**src/rtl/seg7_pkg.sv**
```systemverilog
// seg7_scan_driver shared definitions: blank pattern,
// 16-entry segment table and the nibble decode helper.
package seg7_pkg;

  localparam logic [6:0] SEG_OFF = 7'b1111111;

  // {a,b,c,d,e,f,g}, active-low; entry 0 is the rightmost slice
  localparam logic [15:0][6:0] SEG_TABLE = {
    7'b0111000,  // F
    7'b0110000,  // E
    7'b1000010,  // d
    7'b0110001,  // C
    7'b1100000,  // b
    7'b0001000,  // A
    7'b0000100,  // 9
    7'b0000000,  // 8
    7'b0001111,  // 7
    7'b0100000,  // 6
    7'b0100100,  // 5
    7'b1001100,  // 4
    7'b0000110,  // 3
    7'b0010010,  // 2
    7'b1001111,  // 1
    7'b0000001   // 0
  };

  function automatic logic [6:0] seg7_decode(
    input logic [3:0] nib,
    input logic       hex_en
  );
    if (!hex_en && (nib > 4'd9)) return SEG_OFF;
    return SEG_TABLE[nib];
  endfunction

endpackage

```
**src/rtl/seg7_prescaler.sv**
```systemverilog
// Refresh prescaler and digit index for the scan driver.
// tick marks the last cycle of each digit slot.
module seg7_prescaler
  import seg7_pkg::*;
#(
  parameter int NUM_DIGITS  = 4,
  parameter int REFRESH_DIV = 50000,
  localparam int IW = (NUM_DIGITS > 1) ? $clog2(NUM_DIGITS) : 1,
  localparam int PW = $clog2(REFRESH_DIV)
) (
  input  logic          clk,
  input  logic          rst_n,
  output logic          tick,
  output logic [IW-1:0] idx,
  output logic [PW-1:0] cnt
);

  logic [PW-1:0] cnt_q, cnt_d;
  logic [IW-1:0] idx_q, idx_d;

  // wrap the prescaler and advance the digit on terminal count
  always_comb begin
    tick  = (cnt_q == PW'(REFRESH_DIV - 1));
    cnt_d = cnt_q + PW'(1);
    idx_d = idx_q;
    if (tick) begin
      cnt_d = '0;
      if (idx_q == IW'(NUM_DIGITS - 1)) idx_d = '0;
      else                              idx_d = idx_q + IW'(1);
    end
  end

  // counter state
  always_ff @(posedge clk or negedge rst_n) begin
    if (!rst_n) begin
      cnt_q <= '0;
      idx_q <= '0;
    end else begin
      cnt_q <= cnt_d;
      idx_q <= idx_d;
    end
  end

  assign idx = idx_q;
  assign cnt = cnt_q;

endmodule

```
**src/rtl/seg7_scan_driver.sv**
```systemverilog
// Time-multiplexed 7-segment driver with registered pins.
// Define SEG7_BLANKING_EN for an anode-off tail in each slot.
module seg7_scan_driver
  import seg7_pkg::*;
#(
  parameter int NUM_DIGITS   = 4,
  parameter int REFRESH_DIV  = 50000,
  parameter int BLANK_CYCLES = 8
) (
  input  logic                    clk,
  input  logic                    rst_n,
  input  logic [4*NUM_DIGITS-1:0] value,
  input  logic [NUM_DIGITS-1:0]   dp_in,
  input  logic                    load,
  input  logic                    hex_en,
  input  logic                    blank_lead,
  output logic [6:0]              seg_n,
  output logic                    dp_n,
  output logic [NUM_DIGITS-1:0]   an_n
);

  localparam int IW = (NUM_DIGITS > 1) ? $clog2(NUM_DIGITS) : 1;
  localparam int PW = $clog2(REFRESH_DIV);

  logic          tick;
  logic [IW-1:0] idx;
  logic [PW-1:0] cnt;

  seg7_prescaler #(
    .NUM_DIGITS  (NUM_DIGITS),
    .REFRESH_DIV (REFRESH_DIV)
  ) u_presc (
    .clk   (clk),
    .rst_n (rst_n),
    .tick  (tick),
    .idx   (idx),
    .cnt   (cnt)
  );

  logic unused_ok;
  assign unused_ok = ^{tick, cnt};

  logic [4*NUM_DIGITS-1:0] shadow_q, shadow_d;
  logic [NUM_DIGITS-1:0]   dps_q, dps_d;
  logic [6:0]              seg_q, seg_d;
  logic                    dp_q, dp_d;
  logic [NUM_DIGITS-1:0]   an_q, an_d;

  logic       run, supp, dp_sel;
  logic [3:0] nib;

  // shadow capture and next pin values for the selected digit
  always_comb begin
    shadow_d = load ? value : shadow_q;
    dps_d    = load ? dp_in : dps_q;
    run      = 1'b1;
    supp     = 1'b0;
    nib      = 4'd0;
    dp_sel   = 1'b0;
    an_d     = '1;
    for (int i = NUM_DIGITS - 1; i >= 0; i--) begin
      run = run & (shadow_q[4*i +: 4] == 4'd0);
      if (idx == IW'(i)) begin
        nib     = shadow_q[4*i +: 4];
        dp_sel  = dps_q[i];
        an_d[i] = 1'b0;
        supp    = blank_lead && (i > 0) && run;
      end
    end
    seg_d = seg7_decode(nib, hex_en);
    dp_d  = ~dp_sel;
    if (supp) begin
      seg_d = SEG_OFF;
      dp_d  = 1'b1;
      an_d  = '1;
    end
`ifdef SEG7_BLANKING_EN
    if (cnt >= PW'(REFRESH_DIV - BLANK_CYCLES)) an_d = '1;
`endif
  end

  // shadow and output registers
  always_ff @(posedge clk or negedge rst_n) begin
    if (!rst_n) begin
      shadow_q <= '0;
      dps_q    <= '0;
      seg_q    <= SEG_OFF;
      dp_q     <= 1'b1;
      an_q     <= '1;
    end else begin
      shadow_q <= shadow_d;
      dps_q    <= dps_d;
      seg_q    <= seg_d;
      dp_q     <= dp_d;
      an_q     <= an_d;
    end
  end

  assign seg_n = seg_q;
  assign dp_n  = dp_q;
  assign an_n  = an_q;

endmodule

```
**config.mk**
```make
export PLATFORM = sky130hd
export DESIGN_NAME = seg7_scan_driver
export DESIGN_NICKNAME = d
export VERILOG_FILES = /design/src/rtl/seg7_pkg.sv /design/src/rtl/seg7_prescaler.sv /design/src/rtl/seg7_scan_driver.sv
export SDC_FILE = /design/constraint.sdc
export NUM_CORES = 1
export LEC_CHECK = 0
export ABC_AREA = 1
export CORE_UTILIZATION = 55
export DETAILED_ROUTE_END_ITERATION = 6
export PLACE_DENSITY = 0.83
export SYNTH_ARGS = -nofsm -noshare
export SYNTH_HDL_FRONTEND = slang
export SYNTH_HIERARCHICAL = 1
export SYNTH_SLANG_ARGS = --single-unit
```
**constraint.sdc**
```tcl
create_clock -name clk -period 2.1 [get_ports clk]
set_clock_uncertainty 0.05 [all_clocks]
set_input_delay 0.21 -clock clk [delete_from_list [all_inputs] [get_ports clk]]
set_output_delay 0.21 -clock clk [all_outputs]
set_load 0.05 [all_outputs]
```
---- Word level (Yosys, flattened, before mapping) ----
Memories as Yosys holds them, arrays and structs flattened.
Index checks and enable logic that the tools add are counted.
word-level totals
  word-level logic and storage cells ...... 53
  bits in read-only memories .............. 112
  flip-flop bits (word level) ............. 50
  memories ................................ 1
  input bits .............................. 25
memories
  memory           words  bits a word  read ports  clocked after memory_dff  write ports  RTL line        text
  (no name shown)  16     7            1           0                         0            seg7_pkg.sv:32  return SEG_TABLE[nib];
cells by class
  order comparisons ....................... 2
  $add $sub $neg .......................... 2
  muxes and demuxes ....................... 25
  bitwise logic cells ..................... 3
  reduce and logical (&&, ||, !) cells .... 9
  equal/unequal tests ..................... 4
operator list
  cell                                                                   number
  7-bit two-way mux                                                      4
  4-bit two-way mux                                                      5
  16-bit by 1-bit adder with 16-bit output (second input constant)       1
  16-bit == test (second input constant)                                 1
  16-bit two-way mux                                                     1
  1-bit two-way mux                                                      14
  4-bit logical NOT                                                      3
  4-bit by 5-bit < comparator with 1-bit output (second input constant)  1
  2-bit == test (second input constant)                                  2
  4-bit > comparator (second input constant)                             1
  1-bit logical AND                                                      4
  2-bit by 1-bit adder with 2-bit output (second input constant)         1
  1-bit AND                                                              2
  2-bit by 1-bit == test with 1-bit output (second input constant)       1
  2-bit logical NOT                                                      1
  2-bit two-way mux                                                      1
  1-bit logical NOT                                                      1
  1-bit NOT                                                              1

---- Depth between registers and ports, before layout ----
  word-level depth ........................ 10
  gate-level depth with buffers ........... 13
  depth with buffers taken out ............ 12

---- Cells and area by module ----
Netlist, hierarchy kept.
modules (own cells, without submodules)
  module            area each (um^2)  times used  cells each
  seg7_scan_driver  1783.0            1           207
  seg7_prescaler    1021.0            1           131

---- Worst setup path after synthesis ----
OpenSTA, ideal clock, no wires.
  kind .................................... reg2reg
  from .................................... register u_presc.idx_q[0], in the netlist u_presc/idx[0]
  to ...................................... register seg_q[1], in the netlist seg_n[1]
  data arrival time ....................... 1712 ps
  required time ........................... 1990 ps
  buffers on the path ..................... 1
  stages on the path, launching flop included .. 13
  setup slack ............................. 278 ps
  clock period less this slack ............ 1822 ps
  setup time .............................. 60 ps
  cell sequence ........................... dfrtp_1 > buf_6 > inv_2 > nor2_1 > nand2_1 > nand4_1 > inv_1 > ha_1 > nand3_2 > nand2_2 > nor2_4 > nor2_4 > nand2_1
between the ends
  longest elaborated chain between the ends .. 10
ends and longest elaborated chain
  what                             RTL line                text
  from (decl)                      seg7_prescaler.sv:19    logic [IW-1:0] idx_q, idx_d;
  from (signal assigned)           seg7_prescaler.sv:40    idx_q <= idx_d;
  2-bit == test                    seg7_scan_driver.sv:63  if (idx == IW'(i)) begin
  4-bit two-way mux (4 in series)  seg7_scan_driver.sv:63
  4-bit > comparator               seg7_pkg.sv:31          if (!hex_en && (nib > 4'd9)) return SEG_OFF;
  1-bit logical AND                seg7_pkg.sv:31
  1-bit two-way mux                seg7_pkg.sv:31
  7-bit two-way mux                seg7_pkg.sv:32
  7-bit two-way mux (*)            seg7_scan_driver.sv:72  if (supp) begin
  via seg_d[1]                     seg7_scan_driver.sv:45  logic [6:0] seg_q, seg_d;
  to (signal assigned)             seg7_scan_driver.sv:93  seg_q <= seg_d;
  to (decl)                        seg7_scan_driver.sv:45
Mark *: on every way through the listed nets, which the timed path passes. The rest lies on a longest branch. The select of a mux whose other input is x is not followed.
A chain may end at the register's enable or synchronous reset.

---- Worst setup path after layout ----
  from .................................... register u_presc.idx_q[0], in the netlist u_presc/idx[0]
  to ...................................... register seg_q[3], in the netlist seg_n[3]
The elaborated chain is that of the path after synthesis.

==> key figures <==
Die
  – # IOs: 37
  – # rows: 25
  – Die width: 73.4 microns
  – Die Height: 73.4 microns
  – Core area: 0.00482 sq mm
  – Initial Utilization: 58.2%
  – Area of the die: 0.00539 sq mm

STA
  – Max Freq: 520 MHz
  – Setup violators final: 0
  – Fin crit share: 91.6%
  – Final Hold Viols: 0
  – Max-slew headroom: 66.8%
  – Period minus WS final: 1.92 ns
  – Final worst setup slack: 0.176 ns
  – RSZ-0062 raised after global routing: false
  – Final Max Slew Viols: 0
  – Fin Setup TNS: 0 ns
  – Actual slew at the worst max-slew pin: 0.497 ns

Clock tree
  – Clock root buffer master: clkbuf_8
  – CTS Sinks: 50
  – CTS tree: yes
  – Clock H-tree levels: 2
  – Cts repair resizes: 0
  – Clock transition at the registers of the reported paths: 0.10 ns
  – CTS Buffer Depth: 2
  – Worst skew pair latency: 0.30 ns
  – TritonCTS buffer count: 5

Global route
  – Gr ovfl total: 0
  – Met2 global-route usage: 37.3%
  – Global Route met3 Usage: 3.98%
  – Vias in the first global route: 2122
  – Total GRT Usage: 22.4%
  – Met1 Usage GRT: 28.4%
  – Initial antenna violation count: 0
  – Largest net degree at the start of global routing: 42
  – Most used routing layer: met2
  – First-pass GRT wire length: 9160 microns

Synth
  – Post-Synth Adder-Cell Area: 4.02%
  – #FFs+latches synth: 50
  – Post-synth ARST share: 100%
  – Avg Cell Area, Syn: 8.30 sq um
  – Post-synth EDFFs: 0
  – Main flop type after synthesis: dfrtp_1
  – Mux contribution to synthesized area: 2.41%
  – Seq/Total Area, Yosys: 45.2%
  – Post-synthesis compound-gate area fraction: 4.77%
  – Post-synth cell types: 36
  – Combinational family with the most area after synthesis: simple AND/OR/NAND/NOR gates
  – Warnings, synthesis: 6
  – Xor-xnor portion of the synthesized cell area: 1.56%
  – Syn Nets: 372
  – Mapped Cells: 338
  – Post-Synth Simple-Gate Area: 34.0%
  – Synth Cell Area: 0.00280 sq mm

Layout
  – Multi-input logic area: 0.00131 sq mm
  – Nets: 418
  – Fillers: 395
  – Cell Count, Final, Fillers Out: 452
  – Antenna diode count: 0
  – Area delta synth->final: 20.1%
  – Register area: 0.00127 sq mm
  – Layout cells sized above 1: 19.0%

Detailed routing
  – DR DRC count: 0
  – Iter 0 DRT Violations: 107
  – Total wire length: 5250 microns
  – Per-cell routed wire length: 11.6 microns
  – ANT nets after route: 0
  – First drt pass iteration count: 4
  – DR vias: 2206
  – Vias/cell: 4.88

Power
  – PwrDens: 615 mW/mm^2
  – Peak supply drop: 0.417 mV
  – Leak: 1.69 nW

Critical path
  – Crit path cell chain: inv_2 > nor2_1 > nand2_1 > nand4_1 > ha_1 > nand3_2 > nand2_2 > nor2_4 > nor2_4 > nand2_1
  – Critical Path RT: 2.28 ns
  – Worst r2r path cells: 10
  – Launch point of the worst reg-to-reg path: u_presc/idx[0]
  – Kind of critical path: flop to flop
  – Critical Path AT: 2.10 ns
  – CP max stage delay: 0.48 ns
  – Worst Path Max Fanout: 6
  – Worst path slowest cell: dfrtp_1
  – Setup crit start kind: flop
  – R2R Setup Slk: 0.18 ns
  – Crit end category: flop
  – RR Endpoint: seg_n[3]

Placed design
  – Placed cell count: 443
  – DP HPWL: 4250 microns
  – I/O Buffers: 36
  – Placer Congestion: 0.881
  – Dpl ws: 0.220 ns

Min path
  – Worst Hold Class: primary input to async pin

Status
  – Status: finished clean

Job
  – Max-cap viol count: 0
-- sequential cells by signal, indices dropped and copies added (netlist names) --
register	count
seg_n	7
u_presc/cnt	16
shadow_q	16
u_presc/idx	2
dp_n	1
dps_q	4
an_n	4
-- metrics by stage --
stage          area (sq um)  total power, mW  hold slack, ns  utilization, %
6_report               3370             2.07           0.227            69.9
3_3_place_gp           3260             1.51          0.0274            67.8
5_1_grt                3370             2.18           0.252            69.9
3_5_place_dp           3260             1.52          0.0336            67.8
4_1_cts                3370             2.09           0.230            69.9
2_1_floorplan          2800             1.35          -0.136               -
-- report_power, final --
part | switching (mW) | leakage [nW] | internal (mW) | total, mW
combinational | 0.261 | 1.03 | 0.162 | 0.424
clock | 0.307 | 0.0515 | 0.266 | 0.573
sequential | 0.0291 | 0.603 | 1.04 | 1.07
total | 0.598 | 1.69 | 1.47 | 2.07
-- synthesized netlist by cell type, types with 2 or more instances --
| cell type | count | area [sq um] |
|---|---|---|
| clkbuf_1 | 3 | 11.3 |
| nor3_1 | 3 | 15.0 |
| xor2_1 | 5 | 43.8 |
| nand3_4 | 2 | 35.0 |
| inv_4 | 2 | 12.5 |
| nand2_1 | 98 | 368 |
| dfstp_2 | 12 | 315 |
| buf_6 | 2 | 22.5 |
| o21ai_0 | 14 | 70.1 |
| nand3_2 | 5 | 50.1 |
| ha_1 | 9 | 113 |
| inv_2 | 3 | 11.3 |
| nand2_2 | 10 | 62.6 |
| nor2_4 | 3 | 33.8 |
| nor2_2 | 3 | 18.8 |
| a21oi_1 | 3 | 15.0 |
| dfrtp_1 | 38 | 951 |
| inv_1 | 42 | 158 |
| nand3_1 | 20 | 100 |
| nand4_1 | 5 | 31.3 |
| mux2_2 | 6 | 67.6 |
| nor3_4 | 2 | 32.5 |
| nand2_4 | 4 | 45.0 |
| o21ai_1 | 4 | 20.0 |
| nor2_1 | 27 | 101 |
| nand3b_1 | 3 | 22.5 |
-- worst max-delay path by stage --
stage / startpoint / end / slack [ns]
global route: u_presc/idx[0] / seg_n[3] / 0.05
CTS: u_presc/idx[0] / seg_n[3] / 0.20
finish: u_presc/idx[0] / seg_n[3] / 0.18
detailed placement: u_presc/idx[0] / seg_n[3] / 0.22
floorplan: u_presc/idx[0] / seg_n[1] / 0.28
global placement: u_presc/idx[0] / seg_n[6] / 0.31
-- cells by family (layout without fill, tap and decap cells) --
| kind of cell | Yosys count | after routing |
|---|---|---|
| flops | 50 | 50 |
| simple gates | 189 | 189 |
| xor+xnor | 5 | 5 |
| buf+inv | 54 | 101 |
| mux | 6 | 6 |
| compound gates | 25 | 25 |
| fa+ha+maj | 9 | 9 |
-- layer usage --
| layer | share of wire [%] | up-vias |
|---|---|---|
| li1 | - | 1151 |
| met1 | 45 | 987 |
| met2 | 48 | 51 |
| met3 | 3.5 | 17 |
| met4 | 3.3 | 0 |
| met5 | 0 | - |
-- area by class of cell --
cell class | count | area share, %
clock inverters | 2 | 0.334
repair buffers | 45 | 12.6
clock buffers | 6 | 2.45
inverters | 48 | 5.53
flip-flops and latches | 50 | 37.6
well taps | 67 | 2.49
multi-input cells | 234 | 39.0
-- critical path, delay by kind of cell (launching register included) --
family                   cells  cell delay [ns]
AND/OR/NAND/NOR              8             0.98
flip-flops                   1             0.48
adder cells (fa/ha/maj)      1             0.25
buffers and inverters        1             0.09
-- repair_timing --
item / 4_1_cts / 5_1_grt
setup endpoints to repair: 0 / 0
buffers inserted: 0 / 0
hold endpoints to repair: 9 / 0
hold buffers: 1 / 0
-- cells in the final DEF, fill, tap and decap left out --
| master | synthesis | layout |
|---|---|---|
| nand2_4 | 4 | 4 |
| ha_1 | 9 | 9 |
| inv_1 | 42 | 42 |
| o21ai_2 | 1 | 1 |
| nand2_1 | 98 | 98 |
| nor2b_1 | 1 | 1 |
| nand4_1 | 5 | 5 |
| o211ai_1 | 1 | 1 |
| nand2_2 | 10 | 10 |
| nor4_1 | 1 | 1 |
| dfstp_2 | 12 | 12 |
| nor2_8 | 1 | 1 |
| clkdlybuf4s50_1 | 0 | 35 |
| inv_2 | 3 | 3 |
| nand3_1 | 20 | 20 |
| nand3_4 | 2 | 2 |
| inv_4 | 2 | 3 |
| nor2_4 | 3 | 3 |
| o21ai_0 | 14 | 14 |
| clkbuf_8 | 0 | 6 |
| a21oi_1 | 3 | 3 |
| nor2_1 | 27 | 27 |
| buf_2 | 1 | 1 |
| dfrtp_1 | 38 | 38 |
| buf_4 | 0 | 8 |
| nand3_2 | 5 | 5 |
| o21ai_1 | 4 | 4 |
| nor2_2 | 3 | 3 |
| nor3_1 | 3 | 3 |
| xor2_1 | 5 | 5 |
| dlygate4sd3_1 | 0 | 1 |
| clkinv_2 | 1 | 2 |
| nor3_4 | 2 | 2 |
| nand3b_1 | 3 | 3 |
| mux2_2 | 6 | 6 |
| o22ai_1 | 1 | 1 |
| a31oi_1 | 1 | 1 |
| or2_2 | 1 | 1 |
Power figures use the tool's default switching activity.
